==> config.mk <==
export PLATFORM = sky130hd
export DESIGN_NAME = ft245_fifo_responder_flat
export DESIGN_NICKNAME = d
export VERILOG_FILES = /design/src/rtl/ft245_fifo_responder_if.sv /design/src/rtl/ft245_fifo_responder.sv /design/src/flat_wrapper.sv
export SDC_FILE = /design/constraint.sdc
export NUM_CORES = 1
export LEC_CHECK = 0
export CORE_MARGIN = 1
export CORE_UTILIZATION = 54
export CTS_CLUSTER_SIZE = 16
export DETAILED_ROUTE_END_ITERATION = 6
export GPL_ROUTABILITY_DRIVEN = 0
export PLACE_DENSITY_LB_ADDON = 0.12
export REMOVE_ABC_BUFFERS = 1
export SLEW_MARGIN = 15
export SYNTH_ARGS = -nofsm -noshare
export SYNTH_HDL_FRONTEND = slang
export SYNTH_SLANG_ARGS = --single-unit
==> constraint.sdc <==
create_clock -name clk -period 2.5 [get_ports clk]
set_input_delay 0.375 -clock clk [delete_from_list [all_inputs] [get_ports clk]]
set_output_delay 0.375 -clock clk [all_outputs]
set_load 0.02 [all_outputs]
==> src/rtl/ft245_fifo_responder_if.sv <==
`default_nettype none
// ============================================================================
// Module   : ft245_fifo_responder_if
// Brief    : FT245 strobe/data bus plus host-side byte streams.
// Revision : 1.0 - initial release
// ============================================================================
interface ft245_fifo_responder_if;
  logic       rd;
  logic       wr;
  logic [7:0] usbx_in;
  logic [7:0] usbx_out;
  logic       usbx_oe;
  logic       rxf;
  logic       txe;
  logic [7:0] host_rx_data;
  logic       host_rx_valid;
  logic       host_rx_ready;
  logic [7:0] host_tx_data;
  logic       host_tx_valid;
  logic       host_tx_ready;

  modport master (
    output rd, wr, usbx_in, host_rx_data, host_rx_valid, host_tx_ready,
    input  usbx_out, usbx_oe, rxf, txe, host_rx_ready, host_tx_data, host_tx_valid
  );

  modport slave (
    input  rd, wr, usbx_in, host_rx_data, host_rx_valid, host_tx_ready,
    output usbx_out, usbx_oe, rxf, txe, host_rx_ready, host_tx_data, host_tx_valid
  );
endinterface
`default_nettype wire

==> src/rtl/ft245_fifo_responder.sv <==
`default_nettype none
// ============================================================================
// Module   : ft245_fifo_responder
// Brief    : FT245-style device end: RX/TX byte FIFOs answering RD/WR strobes
//            with FT245 flag and bus timing. Optional macro FT245_LOOPBACK_EN
//            adds a loopback input routing the TX FIFO into the RX FIFO.
// Revision : 1.0 - initial release
// ============================================================================
module ft245_fifo_responder #(
  parameter int RX_AW     = 4,
  parameter int TX_AW     = 4,
  parameter int RD_LAT    = 2,   // >= 1
  parameter int PRECHARGE = 3    // >= 1
) (
  input  logic                  clk,
  input  logic                  rst,
`ifdef FT245_LOOPBACK_EN
  input  logic                  loopback,
`endif
  ft245_fifo_responder_if.slave bus,
  output logic [RX_AW:0]        rx_level,
  output logic [TX_AW:0]        tx_level,
  output logic                  proto_err
);

  localparam int RX_DEPTH = 1 << RX_AW;
  localparam int TX_DEPTH = 1 << TX_AW;
  localparam int CNT_MAX  = (RD_LAT > PRECHARGE) ? RD_LAT : PRECHARGE;
  localparam int CNT_W    = (CNT_MAX > 1) ? $clog2(CNT_MAX) : 1;
  localparam logic [CNT_W-1:0] RD_LAST  = CNT_W'(RD_LAT - 1);
  localparam logic [CNT_W-1:0] PRE_LAST = CNT_W'(PRECHARGE - 1);

  typedef enum logic [1:0] {R_IDLE, R_WAIT, R_DRIVE, R_PRE} rx_state_t;
  typedef enum logic [1:0] {T_IDLE, T_ACTIVE, T_PRE} tx_state_t;

  rx_state_t rx_state_q, rx_state_d;
  tx_state_t tx_state_q, tx_state_d;

  logic             rd_q, wr_q;
  logic [CNT_W-1:0] rx_cnt_q, rx_cnt_d;
  logic [CNT_W-1:0] tx_cnt_q, tx_cnt_d;
  logic             rxf_q, rxf_d;
  logic             txe_q, txe_d;
  logic             oe_q, oe_d;
  logic [7:0]       out_q, out_d;
  logic [7:0]       cap_q, cap_d;
  logic             proto_q, proto_d;

  logic [RX_AW:0]   rx_wptr_q, rx_wptr_d, rx_rptr_q, rx_rptr_d;
  logic [TX_AW:0]   tx_wptr_q, tx_wptr_d, tx_rptr_q, tx_rptr_d;
  logic [7:0]       rx_mem_q [RX_DEPTH];
  logic [7:0]       tx_mem_q [TX_DEPTH];

  logic       loop_en;
  logic       rx_full, rx_empty, tx_full, tx_empty;
  logic [7:0] rx_head, tx_head;
  logic       loop_move;
  logic       host_rx_push, host_tx_pop;
  logic       rx_push, rx_pop, tx_push, tx_pop;
  logic [7:0] rx_push_data;
  logic       rd_fall, rd_rise, wr_rise, wr_fall;

`ifdef FT245_LOOPBACK_EN
  assign loop_en = loopback;
`else
  assign loop_en = 1'b0;
`endif

  assign rx_empty = (rx_wptr_q == rx_rptr_q);
  assign rx_full  = (rx_wptr_q[RX_AW] != rx_rptr_q[RX_AW]) &&
                    (rx_wptr_q[RX_AW-1:0] == rx_rptr_q[RX_AW-1:0]);
  assign tx_empty = (tx_wptr_q == tx_rptr_q);
  assign tx_full  = (tx_wptr_q[TX_AW] != tx_rptr_q[TX_AW]) &&
                    (tx_wptr_q[TX_AW-1:0] == tx_rptr_q[TX_AW-1:0]);
  assign rx_level = rx_wptr_q - rx_rptr_q;
  assign tx_level = tx_wptr_q - tx_rptr_q;
  assign rx_head  = rx_mem_q[rx_rptr_q[RX_AW-1:0]];
  assign tx_head  = tx_mem_q[tx_rptr_q[TX_AW-1:0]];

  assign bus.host_rx_ready = ~rx_full & ~loop_en;
  assign bus.host_tx_valid = ~tx_empty & ~loop_en;
  assign bus.host_tx_data  = tx_head;
  assign bus.usbx_out      = out_q;
  assign bus.usbx_oe       = oe_q;
  assign bus.rxf           = rxf_q;
  assign bus.txe           = txe_q;
  assign proto_err         = proto_q;

  assign loop_move    = loop_en & ~tx_empty & ~rx_full;
  assign host_rx_push = bus.host_rx_valid & bus.host_rx_ready;
  assign host_tx_pop  = bus.host_tx_valid & bus.host_tx_ready;
  assign rx_push      = host_rx_push | loop_move;
  assign rx_push_data = loop_en ? tx_head : bus.host_rx_data;
  assign tx_pop       = host_tx_pop | loop_move;

  assign rd_fall = rd_q & ~bus.rd;
  assign rd_rise = ~rd_q & bus.rd;
  assign wr_rise = bus.wr & ~wr_q;
  assign wr_fall = ~bus.wr & wr_q;

  always_comb begin
    rx_state_d = rx_state_q;
    tx_state_d = tx_state_q;
    rx_cnt_d   = rx_cnt_q;
    tx_cnt_d   = tx_cnt_q;
    rxf_d      = rxf_q;
    txe_d      = txe_q;
    oe_d       = oe_q;
    out_d      = out_q;
    cap_d      = cap_q;
    proto_d    = proto_q;
    rx_pop     = 1'b0;
    tx_push    = 1'b0;

    case (rx_state_q)
      R_IDLE: begin
        rxf_d    = rx_empty;
        rx_cnt_d = '0;
        if (rd_fall) begin
          if (rxf_q) proto_d = 1'b1;
          else       rx_state_d = R_WAIT;
        end
      end
      R_WAIT, R_DRIVE: begin
        if (rx_state_q == R_WAIT) out_d = rx_head;
        if (rd_rise) begin
          rx_pop     = 1'b1;
          oe_d       = 1'b0;
          rxf_d      = 1'b1;
          rx_cnt_d   = '0;
          rx_state_d = R_PRE;
        end else if (rx_state_q == R_WAIT) begin
          if (rx_cnt_q == RD_LAST) begin
            oe_d       = 1'b1;
            rx_state_d = R_DRIVE;
          end else begin
            rx_cnt_d = rx_cnt_q + CNT_W'(1);
          end
        end
      end
      R_PRE: begin
        rxf_d = 1'b1;
        // A strobe while the flag is still precharged is a protocol error too.
        if (rd_fall) proto_d = 1'b1;
        if (rx_cnt_q == PRE_LAST) begin
          rx_cnt_d   = '0;
          rx_state_d = R_IDLE;
        end else begin
          rx_cnt_d = rx_cnt_q + CNT_W'(1);
        end
      end
      default: rx_state_d = R_IDLE;
    endcase

    case (tx_state_q)
      T_IDLE: begin
        txe_d    = tx_full;
        tx_cnt_d = '0;
        if (wr_rise) begin
          if (txe_q) begin
            proto_d = 1'b1;
          end else begin
            cap_d      = bus.usbx_in;
            tx_state_d = T_ACTIVE;
          end
        end
      end
      T_ACTIVE: begin
        if (bus.wr) cap_d = bus.usbx_in;
        if (wr_fall) begin
          tx_push    = 1'b1;
          txe_d      = 1'b1;
          tx_cnt_d   = '0;
          tx_state_d = T_PRE;
        end
      end
      T_PRE: begin
        txe_d = 1'b1;
        if (wr_rise) proto_d = 1'b1;
        if (tx_cnt_q == PRE_LAST) begin
          tx_cnt_d   = '0;
          tx_state_d = T_IDLE;
        end else begin
          tx_cnt_d = tx_cnt_q + CNT_W'(1);
        end
      end
      default: tx_state_d = T_IDLE;
    endcase

    rx_wptr_d = rx_wptr_q + {{RX_AW{1'b0}}, rx_push};
    rx_rptr_d = rx_rptr_q + {{RX_AW{1'b0}}, rx_pop};
    tx_wptr_d = tx_wptr_q + {{TX_AW{1'b0}}, tx_push};
    tx_rptr_d = tx_rptr_q + {{TX_AW{1'b0}}, tx_pop};
  end

  // Edge registers track the pins even in reset so a strobe held across
  // reset release is not seen as a fresh edge.
  always_ff @(posedge clk) begin
    rd_q <= bus.rd;
    wr_q <= bus.wr;
  end

  always_ff @(posedge clk) begin
    if (rst) begin
      rx_state_q <= R_IDLE;
      tx_state_q <= T_IDLE;
      rx_cnt_q   <= '0;
      tx_cnt_q   <= '0;
      rxf_q      <= 1'b1;
      txe_q      <= 1'b1;
      oe_q       <= 1'b0;
      out_q      <= 8'h00;
      cap_q      <= 8'h00;
      proto_q    <= 1'b0;
      rx_wptr_q  <= '0;
      rx_rptr_q  <= '0;
      tx_wptr_q  <= '0;
      tx_rptr_q  <= '0;
    end else begin
      rx_state_q <= rx_state_d;
      tx_state_q <= tx_state_d;
      rx_cnt_q   <= rx_cnt_d;
      tx_cnt_q   <= tx_cnt_d;
      rxf_q      <= rxf_d;
      txe_q      <= txe_d;
      oe_q       <= oe_d;
      out_q      <= out_d;
      cap_q      <= cap_d;
      proto_q    <= proto_d;
      rx_wptr_q  <= rx_wptr_d;
      rx_rptr_q  <= rx_rptr_d;
      tx_wptr_q  <= tx_wptr_d;
      tx_rptr_q  <= tx_rptr_d;
    end
  end

  always_ff @(posedge clk) begin
    if (!rst && rx_push) rx_mem_q[rx_wptr_q[RX_AW-1:0]] <= rx_push_data;
    if (!rst && tx_push) tx_mem_q[tx_wptr_q[TX_AW-1:0]] <= cap_q;
  end

endmodule
`default_nettype wire
==> src/flat_wrapper.sv <==
// flat-port wrapper written by rule: the top's interface ports become plain ports
module ft245_fifo_responder_flat 
#(
  parameter int RX_AW     = 4,
  parameter int TX_AW     = 4,
  parameter int RD_LAT    = 2,          
  parameter int PRECHARGE = 3           
)
  (clk, rst, rx_level, tx_level, proto_err, bus_rd, bus_wr, bus_usbx_in, bus_host_rx_data, bus_host_rx_valid, bus_host_tx_ready, bus_usbx_out, bus_usbx_oe, bus_rxf, bus_txe, bus_host_rx_ready, bus_host_tx_data, bus_host_tx_valid);
  ft245_fifo_responder_if bus_i ();
  input  logic clk;
  input  logic rst;
  output logic [RX_AW:0] rx_level;
  output logic [TX_AW:0] tx_level;
  output logic proto_err;
  input wire logic [$bits(bus_i.rd)-1:0] bus_rd;
  input wire logic [$bits(bus_i.wr)-1:0] bus_wr;
  input wire logic [$bits(bus_i.usbx_in)-1:0] bus_usbx_in;
  input wire logic [$bits(bus_i.host_rx_data)-1:0] bus_host_rx_data;
  input wire logic [$bits(bus_i.host_rx_valid)-1:0] bus_host_rx_valid;
  input wire logic [$bits(bus_i.host_tx_ready)-1:0] bus_host_tx_ready;
  output wire logic [$bits(bus_i.usbx_out)-1:0] bus_usbx_out;
  output wire logic [$bits(bus_i.usbx_oe)-1:0] bus_usbx_oe;
  output wire logic [$bits(bus_i.rxf)-1:0] bus_rxf;
  output wire logic [$bits(bus_i.txe)-1:0] bus_txe;
  output wire logic [$bits(bus_i.host_rx_ready)-1:0] bus_host_rx_ready;
  output wire logic [$bits(bus_i.host_tx_data)-1:0] bus_host_tx_data;
  output wire logic [$bits(bus_i.host_tx_valid)-1:0] bus_host_tx_valid;
  assign bus_i.rd = bus_rd;
  assign bus_i.wr = bus_wr;
  assign bus_i.usbx_in = bus_usbx_in;
  assign bus_i.host_rx_data = bus_host_rx_data;
  assign bus_i.host_rx_valid = bus_host_rx_valid;
  assign bus_i.host_tx_ready = bus_host_tx_ready;
  assign bus_usbx_out = bus_i.usbx_out;
  assign bus_usbx_oe = bus_i.usbx_oe;
  assign bus_rxf = bus_i.rxf;
  assign bus_txe = bus_i.txe;
  assign bus_host_rx_ready = bus_i.host_rx_ready;
  assign bus_host_tx_data = bus_i.host_tx_data;
  assign bus_host_tx_valid = bus_i.host_tx_valid;
  ft245_fifo_responder #(.RX_AW(RX_AW), .TX_AW(TX_AW), .RD_LAT(RD_LAT), .PRECHARGE(PRECHARGE)) u_core (.clk(clk), .rst(rst), .bus(bus_i), .rx_level(rx_level), .tx_level(tx_level), .proto_err(proto_err));
endmodule
==> results by stage <==
Die:
- The die covers about 24000 µm².
- The floorplan step set the die width to between 150 and 200 µm.
- The number of I/O pins is 54.
- The core region is roughly 23000 µm².
- The floorplan step set the die height to roughly 150 µm.
- In this run the core area contains between 50 and 60 standard-cell rows.
- Once the floorplan was initialized, standard cells occupied between 50% and 60% of the core.

STA:
- Setup violations remaining at the end of the flow were counted as 8.
- The final cycle utilization of the critical path is 102%.
- The smallest clock period supported by the final layout is computed as around 2.6 ns.
- Setup repair after global routing could not meet its margin everywhere.
- The max-slew violation count is 0.
- The count of endpoints failing hold in the final timing report is 0.
- The post-route worst setup slack is -0.0501 ns.
- Hold timing on the final database bottoms out at a slack of between 0.15 and 0.2 ns.
- The tightest slew margin relative to the limit is 45.2%.
- Summed over all failing endpoints, the final setup total negative slack is -0.217 ns.
- The final worst clock skew is 0.0136 ns.
- At the pin with the least slew margin, the transition time is ~0.82 ns.
- The maximum achievable frequency is around 390 MHz.

Route:
- The number of antenna-violating nets in the routed design is 0.
- The via total after detailed routing is 6754.
- The length of the first detailed-routing pass in iterations is 5.
- The starting DRC count in detailed routing is about 370.
- For this run, design rule violations remaining after detail routing come to 0.
- The total routed wirelength is around 26 mm.
- After detailed routing, the number of vias per cell comes to 5.70.
- In the final routed layout, each cell accounts on average for around 22 µm.

Worst hold path:
- The worst hold-check path type is primary input to register.

Critical path:
- The largest delay contributor family on the critical path is multiplexers.
- The category of the critical setup timing path is register to output pin.
- In this run the number of cells on the critical path is 7.
- The launching element of the worst setup path is u_core.tx_rptr_q[0].
- The capture point of the worst reg-to-reg path is u_core.bus.usbx_out[6].
- The peak per-stage delay on the critical path is 0.47 ns.
- The number of cells on the worst reg-to-reg path is 6.
- Walking the worst path, the cells encountered are buf_12 > buf_4 > mux4_2 > nand2_1 > and3_1 > a31oi_1 > buf_2.
- The worst flop-to-flop path startpoint is u_core.rx_rptr_q[2].
- The nature of the critical path endpoint is an output pin.
- The largest individual stage delay along the critical path comes from the cell sky130_fd_sc_hd__mux4_2.
- The highest net fanout along the worst path is 7.
- Data on the critical path arrives at its endpoint at around 2.2 ns.
- The number of buffers and inverters on the critical path is 3.
- The worst setup path is launched from a register.
- The slack of the worst reg-to-reg path is 0.27 ns.
- The data required time at the worst endpoint is 2.12 ns.
- Following the worst setup path forward leads to its endpoint at bus_host_tx_data[0].

Synthesis:
- The number of synthesized register bits is 306.
- By instance count, the leading cell after synthesis is sky130_fd_sc_hd__edfxtp_1.
- A synthesized cell averages 16.6 µm².
- The post-synthesis instance total is 754.
- The share of synthesized flip-flops with an asynchronous set or reset is 0%.
- The area share of the largest cell type after synthesis is roughly 60%.
- The number of flops mapped to enable cells by yosys is around 260.
- The number of distinct library cell variants in the gate-level netlist after synthesis is 48.
- The proportion of synthesized chip area in sequential cells is 69.5%.
- The synthesized design spends more area on one cell type than any other, namely sky130_fd_sc_hd__edfxtp_1.
- By area the synthesized netlist is led by sky130_fd_sc_hd__edfxtp_1 61%, sky130_fd_sc_hd__mux4_2 8.1%, sky130_fd_sc_hd__dfxtp_1 8.0%.
- The summed instance area of the synthesized netlist is about 13000 µm².
- The most instantiated flip-flop cell in the synthesis netlist is sky130_fd_sc_hd__edfxtp_1.
- Sorting the synthesized cells by how often they occur yields 256 x sky130_fd_sc_hd__edfxtp_1, 78 x sky130_fd_sc_hd__nand2_1, 57 x sky130_fd_sc_hd__nor2_1.
- The total number of yosys warnings is 0.

Finish:
- Of the cells placed in the final design, the portion with a size suffix greater than 1 is 22.8%.
- The post-route non-filler standard cell count is ~1200.
- From synthesis to final layout, the design area changed by 18.7%.
- Summing all non-filler instances in the final layout gives an area of ~15000 µm².
- The number of antenna cells inserted is 0.
- The number of nets in the layout is between 900 and 1000.

Power and ir drop:
- Dividing total power by cell area gives a power density of 720 nW/µm².
- The worst-case IR drop observed on VDD is about 720 µV.
- The analysis attributes to cell leakage a power of 5.15 nW.
- The completed layout was analyzed and its total power is between 0.01 and 0.015 W.

Placement:
- In this run the tool buffered the top-level ports with 53 buffer cells.
- The wire-length estimate of the detail-placed layout is around 17 mm.
- The standard cell area after detailed placement is about 14000 µm².
- In this run, placement finished with an instance count of roughly 1100.

Clock tree:
- The clock net sink count is 306.
- The TritonCTS clock tree is built.
- Clock latency on the worst-skew pair, taken at its later pin, is roughly 0.55 ns.
- TritonCTS created 31 clock buffers.
- The number of buffers on the longest clock path is 3.
- The cell at the root of the clock tree is sky130_fd_sc_hd__clkbuf_16.
- The H-tree depth reported by CTS is 1.
- After clock tree synthesis, the clock-pin slew on the worst setup and hold paths is roughly 0.06 ns.

Run status:
- The checks that failed: negative setup slack.
- The run finished, with violations left.

Global route:
- The largest net degree at the start of global routing is 34.
- After global routing the overflow that remains totals 0.
- The overall fraction of global-route tracks in use is a little under a quarter.
- The via count of the first global-routing pass is about 7300.
- The first global-routing pass estimated approximately 40 mm of wire.
- The initial antenna violation count is 1.

Run:
- The max-capacitance violation count is 0.
layer usage:
layer  share of wire, %  GRT usage (%)  up-vias
met1                 41           27.7     3427
met5                  0              0        -
li1                   -              -     3134
met2                 53           41.3      143
met4                2.6           7.76        0
met3                3.8           3.19       50
placed cells by master, fill, tap and decap left out, drive strengths merged, types with 2 or more instances in the layout:
cell	n
clkdlybuf4s50	34
xnor2	11
mux2i	11
edfxtp	256
nand3	14
inv	26
clkinv	15
nor4b	2
xor2	9
a21o	5
a21oi	20
a31oi	9
and2	4
nand4	2
mux4	64
dlygate4sd2	5
o21ai	6
ha	30
a221o	7
nor2	57
dfxtp	50
buf	86
clkbuf	38
a22oi	2
nand2b	10
mux2	2
nor3	11
and3	8
bufinv	2
nand2	78
nor2b	9
fa	2
state kept, by name, indices dropped and copies added (netlist names), 2 cells and up, named ones only:
register             flops
u_core.tx_wptr_q         5
u_core.rx_rptr_q         5
u_core.rx_mem_q        128
u_core.bus.usbx_out      8
u_core.cap_q             8
u_core.tx_rptr_q         5
u_core.tx_state_q        2
u_core.tx_cnt_q          2
u_core.rx_cnt_q          2
u_core.tx_mem_q        128
u_core.rx_state_q        2
u_core.rx_wptr_q         5
through the flow:
stage / utilization (%) / setup WS (ns)
floorplan: - / -1.07
global placement: 60.2 / 0.0516
detailed placement: 60.2 / 0.0333
CTS: 65.2 / -0.130
global route: 65.5 / -0.125
finish: 65.5 / -0.0501
what timing repair did:
action / CTS / global route
gates cloned: 2 / 0
endpoints found under the setup margin: 18 / 15
buffers inserted: 11 / 4
pin swaps: 10 / 6
resized for setup: 96 / 22
hold buffers: 0 / 0
kinds of logic after synthesis:
| group | after synthesis | share of synthesized area, % |
|---|---|---|
| muxes | 77 | 13.2 |
| adders and majority gates | 32 | 3.32 |
| DFF | 306 | 69.5 |
| xor gates and xnor gates | 20 | 1.40 |
| AOI/OAI and AO/OA | 57 | 3.00 |
| buffers and inverters | 61 | 2.42 |
| and+or+nand+nor | 201 | 7.21 |
area by class of cell:
type / count / area (µm²)
inverter: 27 / 101
timing repair buffer: 125 / 1110
tap: 285 / 357
multi-input combinational: 387 / 3630
sequential: 306 / 8700
clock inverter: 17 / 139
clock buffer: 38 / 802
fill: 1583 / 7800
how the worst min path moves through the flow:
stage / cells after the start / slack (ns) / end / start
2_1_floorplan: 0 / 0.40 / u_core.rd_q / bus_rd
3_3_place_gp: 2 / 0.45 / u_core.tx_cnt_q[1] / u_core.tx_cnt_q[1]
3_5_place_dp: 1 / 0.50 / u_core.bus.usbx_out[0] / u_core.bus.usbx_out[0]
4_1_cts: 2 / 0.13 / u_core.tx_wptr_q[1] / rst
5_1_grt: 2 / 0.15 / u_core.tx_wptr_q[1] / rst
6_report: 2 / 0.15 / u_core.tx_wptr_q[1] / rst
report_power, final:
group          switching, W  total, W  internal [W]
clock network       0.00183   0.00430       0.00247
logic              0.000388  0.000716      0.000328
registers         0.0000840   0.00567       0.00559
Power figures use the tool's default switching activity.
